**config.mk**
```make
export PLATFORM = sky130hd
export DESIGN_NAME = alu_arbiter
export DESIGN_NICKNAME = d
export VERILOG_FILES = /design/src/rtl/alu_pkg.sv /design/src/rtl/alu_arbiter_rr_pick2.sv /design/src/rtl/alu_arbiter.sv
export SDC_FILE = /design/constraint.sdc
export NUM_CORES = 1
export LEC_CHECK = 0
export ABC_CLOCK_PERIOD_IN_PS = 4300
export CAP_MARGIN = 0
export CELL_PAD_IN_SITES_DETAIL_PLACEMENT = 1
export CELL_PAD_IN_SITES_GLOBAL_PLACEMENT = 1
export CORE_UTILIZATION = 30
export DETAILED_ROUTE_END_ITERATION = 8
export PLACE_DENSITY_LB_ADDON = 0.1
export SYNTH_ARGS = -nofsm -noshare
export SYNTH_HDL_FRONTEND = slang
export SYNTH_SLANG_ARGS = --single-unit
```
**constraint.sdc**
```tcl
create_clock -name clk -period 4.3 [get_ports clk]
set_input_delay 0.86 -clock clk [delete_from_list [all_inputs] [get_ports clk]]
set_output_delay 0.86 -clock clk [all_outputs]
set_load 0.05 [all_outputs]
```
**src/rtl/alu_pkg.sv**
```systemverilog
// rtl/alu_pkg.sv - shared opcode, width default and FSM state constants for the ALU arbiter
package alu_pkg;

  localparam int WIDTH_DEF = 32;
  localparam int OPW_DEF   = 3;

  localparam logic [2:0] OP_AND = 3'd0;
  localparam logic [2:0] OP_OR  = 3'd1;
  localparam logic [2:0] OP_ADD = 3'd2;
  localparam logic [2:0] OP_SUB = 3'd3;
  localparam logic [2:0] OP_XOR = 3'd4;

  localparam logic [1:0] ST_IDLE = 2'd0;
  localparam logic [1:0] ST_EXEC = 2'd1;
  localparam logic [1:0] ST_RESP = 2'd2;

endpackage

```
**src/rtl/alu_arbiter_rr_pick2.sv**
```systemverilog
// rtl/alu_arbiter_rr_pick2.sv - combinational 2-way round-robin picker
//   valid[1:0] : requesters presenting work
//   ptr        : requester holding priority this cycle
//   grant[1:0] : one-hot grant, zero when nobody is valid
//   win        : index of the selected requester (equals ptr when nobody is valid)
module rr_pick2 (
  input  logic [1:0] valid,
  input  logic       ptr,
  output logic [1:0] grant,
  output logic       win
);

  always_comb begin
    grant = 2'b00;
    win   = ptr;
    if (valid[ptr]) begin
      win        = ptr;
      grant[ptr] = 1'b1;
    end else if (valid[~ptr]) begin
      win         = ~ptr;
      grant[~ptr] = 1'b1;
    end
  end

endmodule

```
**src/rtl/alu_arbiter.sv**
```systemverilog
// rtl/alu_arbiter.sv - round-robin arbiter sharing one combinational ALU between two requesters
//   clk, rst (sync, active high)
//   req_valid/req_ready[1:0], req_op/req_a/req_b : per-requester request slices
//   rsp_valid/rsp_ready[1:0], rsp_data           : response to the granted requester
//   alu_op/alu_a/alu_b -> shared ALU, alu_y <- ALU result
//   busy : high outside IDLE
//   Optional macro ALU_ARBITER_STATS_EN adds grant_cnt0, grant_cnt1, conflict_cnt (16 bit)
module alu_arbiter
  import alu_pkg::*;
#(
  parameter int WIDTH  = WIDTH_DEF,
  parameter int OPW    = OPW_DEF,
  parameter int SETTLE = 1
) (
  input  logic               clk,
  input  logic               rst,
  input  logic [1:0]         req_valid,
  output logic [1:0]         req_ready,
  input  logic [2*OPW-1:0]   req_op,
  input  logic [2*WIDTH-1:0] req_a,
  input  logic [2*WIDTH-1:0] req_b,
  output logic [1:0]         rsp_valid,
  input  logic [1:0]         rsp_ready,
  output logic [WIDTH-1:0]   rsp_data,
  output logic [OPW-1:0]     alu_op,
  output logic [WIDTH-1:0]   alu_a,
  output logic [WIDTH-1:0]   alu_b,
  input  logic [WIDTH-1:0]   alu_y,
  output logic               busy
`ifdef ALU_ARBITER_STATS_EN
  ,
  output logic [15:0]        grant_cnt0,
  output logic [15:0]        grant_cnt1,
  output logic [15:0]        conflict_cnt
`endif
);

  // Counter holds SETTLE-1 so a value of 0 on entry to EXEC samples after one cycle.
  localparam logic [3:0] SETTLE_M1 = 4'(SETTLE - 1);

  logic [1:0] state;
  logic       ptr;
  logic       owner;
  logic [3:0] settle_cnt;
  logic [1:0] grant;
  logic       win;
  logic       accept;

  rr_pick2 u_pick (
    .valid (req_valid),
    .ptr   (ptr),
    .grant (grant),
    .win   (win)
  );

  assign req_ready = (state == ST_IDLE) ? grant : 2'b00;
  assign accept    = |req_ready;
  assign busy      = (state != ST_IDLE);

  always_ff @(posedge clk) begin
    if (rst) begin
      state      <= ST_IDLE;
      ptr        <= 1'b0;
      owner      <= 1'b0;
      settle_cnt <= 4'd0;
      alu_op     <= '0;
      alu_a      <= '0;
      alu_b      <= '0;
      rsp_valid  <= 2'b00;
      rsp_data   <= '0;
    end else begin
      case (state)
        ST_IDLE: begin
          if (accept) begin
            alu_op     <= win ? req_op[OPW +: OPW]     : req_op[0 +: OPW];
            alu_a      <= win ? req_a[WIDTH +: WIDTH]  : req_a[0 +: WIDTH];
            alu_b      <= win ? req_b[WIDTH +: WIDTH]  : req_b[0 +: WIDTH];
            owner      <= win;
            // Hand priority to the requester that was not served.
            ptr        <= ~win;
            settle_cnt <= SETTLE_M1;
            state      <= ST_EXEC;
          end
        end
        ST_EXEC: begin
          if (settle_cnt == 4'd0) begin
            rsp_data  <= alu_y;
            rsp_valid <= owner ? 2'b10 : 2'b01;
            state     <= ST_RESP;
          end else begin
            settle_cnt <= settle_cnt - 4'd1;
          end
        end
        ST_RESP: begin
          if (rsp_ready[owner]) begin
            rsp_valid <= 2'b00;
            state     <= ST_IDLE;
          end
        end
        default: state <= ST_IDLE;
      endcase
    end
  end

`ifdef ALU_ARBITER_STATS_EN
  always_ff @(posedge clk) begin
    if (rst) begin
      grant_cnt0   <= 16'd0;
      grant_cnt1   <= 16'd0;
      conflict_cnt <= 16'd0;
    end else if (accept) begin
      if (win) grant_cnt1 <= grant_cnt1 + 16'd1;
      else     grant_cnt0 <= grant_cnt0 + 16'd1;
      if (&req_valid) conflict_cnt <= conflict_cnt + 16'd1;
    end
  end
`endif

endmodule

```
==> results.ini <==
[worst_setup_path]
endpoint_kind = output pin
nature_of_the_critical_path_startpoint = input port
worst_path_max_delay_cell = sky130_fd_sc_hd__clkdlybuf4s50_1
regToRegStartpoint = ptr
crit_path_category = input port to output pin
r2r_cells = 8
reg2reg_setup_slack_ns = 1.76
cp.depth = 9
critPathMaxFanout = 4
cp_slowest_stage_delay_ns = 0.82
timing.critical_path.mode_cell = sky130_fd_sc_hd__nor2_1
worstReg2RegEnd = alu_a[24]
timing.critical_path.buf_inv = 3
crit_path_cell_trace = clkdlybuf4s50_1 -> inv_1 -> o21ai_0 -> ha_1 -> nor2_1 -> nor2_1 -> a21oi_1 -> nor2_1 -> clkdlybuf4s50_1
cpLargestDelayFamily = buffers and inverters
cp.arrival_ns = 3.21
required_ns = 3.44

[cts]
clock-root-buffer = sky130_fd_sc_hd__clkbuf_16
cts.htree.levels = 3
hold_buffers = 0
clockBufferDepth = 2
clkSlewWorstSetupHoldPaths_ns = 0.07
ctsResizeCount = 0
tritoncts_clock_tree = yes
clock-sinks = 109
postCtsSetupBuffers = 0
insertion_delay_ns = 0.35
cts-buffers-inserted = 9

[finish]
diodes = 0
final_common_cell = sky130_fd_sc_hd__clkdlybuf4s50_1
fin_area_um2 = 8180
leading_cell_types_in_the_layout_fill_and_taps_excluded = 274 x sky130_fd_sc_hd__clkdlybuf4s50_1, 137 x sky130_fd_sc_hd__nand2_1, 109 x sky130_fd_sc_hd__dfxtp_1
nNetsFinal = 999
area.growth.synth_to_final_pct = 62.4
layout-drive-gt1-share_pct = 16.5
postLayoutCoreUtil_pct = 49.7

[power_and_ir_drop]
netSwitchingPower_mw = 1.98
portion_of_total_power_attributed_to_the_clock_network_pct = 18.3
vdd_drop_max_uv = 334
powerDensity_nw_per_um2 = 538
power.combinational.fraction_pct = 52.0
total_leakage_power_nw = 2.87
power_switching_share_pct = 44.9
power.sequential.fraction_pct = 29.6
p_int_mw = 2.43

[placement]
dpl_cell_area_um2 = 7910
place_congestion = 0.785
place.detailed.hpwl_um = 13000
io_buffer_count = 275

[floorplan]
floorplan.io_pins = 276
core_area_um2 = 16500
start_util_pct = 30.6
std_cell_rows = 47
die_y_um = 132
fp.dieArea_um2 = 17300
chipWidth_um = 132

[sta]
setup_tns_ns = 0
finalSetupViolations = 0
finClkSkew_ns = 0.00730
final.min_clock_period_ns = 4.07
share_of_the_clock_period_used_by_the_worst_path_pct = 94.6
fmax_ghz = 0.246
worst_hold_slack_ns = 0.456
worst-slew-pin-transition_ns = 0.686
grt_setup_unrepaired = no
max-slew-margin-rel_pct = 54.1
slew_viol_final = 0
timing_hold_violations_final = 0

[synth]
synthesis.area_per_instance_um2 = 8.70
netlist_area_um2 = 5040
synth_top_area_share_pct = 43.3
synth_top_area_cell = sky130_fd_sc_hd__dfxtp_1
postSynthNetCount = 753
synth.top_cells.by_area = sky130_fd_sc_hd__dfxtp_1 43%, sky130_fd_sc_hd__a211oi_2 17%, sky130_fd_sc_hd__nand2_1 10%
syn_inst = 579
synth-seq-cells = 109
synth.distinct_cells = 31
synth.yosys.warnings = 0
synth_seq_area_share_pct = 43.3

[grt]
grt_pass1_wl_um = 29700
globalRouteOverflowTotal = 0
global_route.usage.total_pct = 21.7
first_global_vias = 5591
antenna_found_initial = 0
grt_max_degree = 74

[min_path]
cell_depth_of_the_worst_hold_path = 2
hold_path.class = register to register
min_from = rsp_data[14]
worst_hold_path.endpoint = rsp_data[14]

[route]
routedLengthMet1_um = 7540
detail_route.first_pass.iterations = 4
post_drt_via_cell_ratio = 4.88
routed-wl-met3_um = 1260
route.top_layer_used = met4
wire_length_reported_by_the_detailed_router_um = 18500
routed_wirelength_normalized_by_instance_count_um = 17.6
postRouteAntennaNets = 0
drt_iter0_drc = 175
wl_met2_um = 9190
drc = 0
dr_total_vias = 5119

[run_status]
outcome = finished, final reports clean

[run]
number_of_maximum_capacitance_violations = 0

-- per-layer routing --
metal / GRT usage [%] / vias up
li1: - / 2452
met5: 0 / -
met1: 24.2 / 2460
met2: 38.4 / 175
met4: 8.14 / 0
met3: 6.79 / 32
-- stage by stage --
| stage | cells | power (mW) | setup slack [ns] |
|---|---|---|---|
| detailed placement | 1034 | 3.65 | 0.242 |
| finish | 1049 | 4.41 | 0.231 |
| CTS | 1049 | 4.47 | 0.227 |
| floorplan | 579 | 2.90 | 1.31 |
| global placement | 1034 | 3.58 | 0.396 |
| global route | 1049 | 4.64 | 0.0661 |
-- cell type report --
class,count,area [um^2]
Fill cell,1913,8280
Timing Repair Buffer,284,2870
Multi-Input combinational cell,417,2560
Sequential cell,109,2180
Tap cell,220,275
Clock buffer,12,256
Clock inverter,3,21.3
Inverter,4,15.0
-- logic make-up (layout without fill, tap and decap cells) --
kind of cell / count (synthesis) / count (layout) / share of synthesized area, %
AND/OR/NAND/NOR: 232 / 232 / 18.3
flip-flops: 109 / 109 / 43.3
multiplexers: 2 / 2 / 0.422
AO/OA/AOI/OAI: 181 / 181 / 31.5
buffers and inverters: 53 / 303 / 6.06
adder cells (fa/ha/maj): 2 / 2 / 0.496
-- cell usage after synthesis (all sizes together) --
cell type / count
a211oi: 70
a21oi: 105
and2: 1
buf: 30
clkbuf: 19
dfxtp: 109
ha: 2
inv: 4
mux2: 1
mux2i: 1
nand2: 138
nand2b: 6
nand3: 3
nand4b: 1
nor2: 75
nor2b: 3
nor3: 3
nor4: 1
o21ai: 3
o31a: 1
o31ai: 2
or3: 1
-- worst min-delay path: cells and delay by family, from the launching register on --
kind            cells  cell delay, ns
flops               1            0.31
simple gates        1            0.05
compound gates      1            0.05
-- registers in the layout, summed over array words and instances, names as in the netlist --
| name | flops |
|---|---|
| ptr | 1 |
| rsp_data | 32 |
| alu_op | 3 |
| alu_a | 32 |
| owner | 1 |
| settle_cnt | 4 |
| rsp_valid | 2 |
| alu_b | 32 |
| state | 2 |
-- how the worst max path moves through the flow --
stage,startpoint,to
after floorplan,req_valid[1],req_ready[0]
after global placement,req_valid[1],req_ready[0]
after detailed placement,req_valid[1],req_ready[0]
after CTS,req_valid[1],req_ready[0]
after global routing,req_valid[1],req_ready[0]
final,req_valid[1],req_ready[0]
-- power groups by stage --
stage | logic (mW) | registers, mW | clock network [mW]
finish | 2.29 | 1.30 | 0.808
global route | 2.43 | 1.33 | 0.879
CTS | 2.33 | 1.31 | 0.835
detailed placement | 2.32 | 1.33 | 0
global placement | 2.27 | 1.31 | 0
floorplan | 0.954 | 1.94 | 0
No activity file was read; power rests on OpenSTA's default activity.
==> patch: new RTL, same flow settings <==
The option `ALU_ARBITER_STATS_EN` is turned on by a define.
--- a/src/rtl/alu_arbiter.sv
+++ b/src/rtl/alu_arbiter.sv
@@ -7,2 +7,4 @@
 //   Optional macro ALU_ARBITER_STATS_EN adds grant_cnt0, grant_cnt1, conflict_cnt (16 bit)
+`define ALU_ARBITER_STATS_EN
+
 module alu_arbiter
Check against the original RTL (old outputs only; new: conflict_cnt, grant_cnt0 and grant_cnt1): equivalent (Yosys induction, for registers that start in step).
==> patch against the unedited design <==
- the flow now finishes with violations (design-rule violations)
- routed wire length increased by 33%
- sequential share of layout area increased by 2.3 points
- worst setup slack improved by 0.57 ns
- global-route usage decreased by 0.55 points
- power increased by 70%
- area after synthesis increased by 35%
- sequential cell count increased by 48
- cell area increased by 33%
- highest routed layer unchanged
==> patch: results (changes against the unedited design) <==
Status = complete, but fails checks
Failing checks = design-rule violations
H-tree Lvls = 4 (+1)
NumNets Final = 1318 (+32%)
First-pass GRT wire length = 39200 um (+32%)
Xor and xnor fraction of the mapped netlist area = 0.0167 (+0.0167)
Fin Clk Skew = 0.00940 ns (+0.00210 ns)
Peak VDD IR = 284 uV (-15%)
Worst Path Arrival = 2.64 ns (-0.57 ns)
Synth Area in Adders = 0.0110 (+0.00608)
Placer Congestion = 0.725 (-7.6%)
Net Sw Power = 3.50 mW (+77%)
Global routing usage on met3 = 0.0734 (+0.00548)
DR DRC count = 14 (+14)
Yosys cell types = 52 (+68%)
Share of layout cells above drive strength 1 = 0.0555 (-0.110)
Final WL = 24500 um (+33%)
Fillers = 2604 (+36%)
Leak Pwr = 3.86 nW (+34%)
Num CTS Buffers = 17 (+8)
Clk_lat worst skew = 0.42 ns (+0.07 ns)
Met2 usage = 0.366 (-0.0176)
Largest net degree at the start of global routing = 78 (+5.4%)
Synth Area in Compound Gates = 0.184 (-0.131)
Critical path fanouts, max = 11 (+7)
Initial DRC Count = 253 (+45%)
Input/output buffers = 323 (+17%)
Drt first pass iters = 9 (+5)
Detail Placement HPWL = 17300 um (+33%)
Multiplexer share of the synthesized area = 0.0156 (+0.0114)
Seq/Total Area, Yosys = 0.462 (+0.0294)
Syn_area_per_cell = 8.04 sq um (-7.7%)
Met1 Use GR = 0.248 (+0.00562)
Worst-Margin Slew = 0.839 ns (+0.153 ns)
==> patch: kinds of logic after synthesis <==
group | after synthesis
mux | 10
compound gates | 179
fa+ha+maj | 6
simple gates | 413
flops | 157
buf+inv | 68
xor+xnor | 13
==> patch: cell type report <==
cell class	instances	area [sq um]	share of cell area
clock buffer	18	429	0.0396
clock inverter	14	158	0.0145
inverter	8	30.0	0.00277
multi-input combinational	621	3400	0.313
sequential	157	3140	0.290
tap	280	350	0.0323
timing repair buffer	335	3340	0.308
==> patch: path summary, 6_finish.rpt <==
kind,start,endpoint,slack (ns),cells past startpoint
max,req_valid[0],req_ready[0],0.80,4
min,rsp_data[8]$_SDFFE_PP0P_,rsp_data[8]$_SDFFE_PP0P_,0.45,2
max reg2reg,ptr$_SDFFE_PP0P_,grant_cnt0[11]$_SDFFE_PP0P_,1.58,6
min reg2reg,rsp_data[8]$_SDFFE_PP0P_,rsp_data[8]$_SDFFE_PP0P_,0.45,2
==> patch: per-stage QoR <==
stage / setup WS, ns / total power [mW] / hold WS, ns / cell area [sq um] / util
after detailed placement: 0.630 / 6.03 / 0.446 / 10300 / 0.466
final: 0.798 / 7.48 / 0.454 / 10800 / 0.493
after global routing: 0.656 / 7.95 / 0.471 / 10800 / 0.493
after CTS: 0.807 / 7.60 / 0.457 / 10800 / 0.493
after floorplan: 1.22 / 4.68 / 0.455 / 6800 / -
after global placement: 0.695 / 5.97 / 0.442 / 10300 / 0.466
==> patch: layer usage <==
layer / part of all wire / vias up / wire length [um]
met1: 0.41 / 3362 / 10100
met3: 0.077 / 25 / 1900
met2: 0.49 / 208 / 12100
met5: 0 / - / 0
li1: - / 3574 / -
met4: 0.015 / 0 / 357
==> patch: worst max-delay path: cells and delay by family <==
kind            cells  cell delay (ns)
buf+inv             2             1.51
compound gates      1             0.16
simple gates        1             0.10
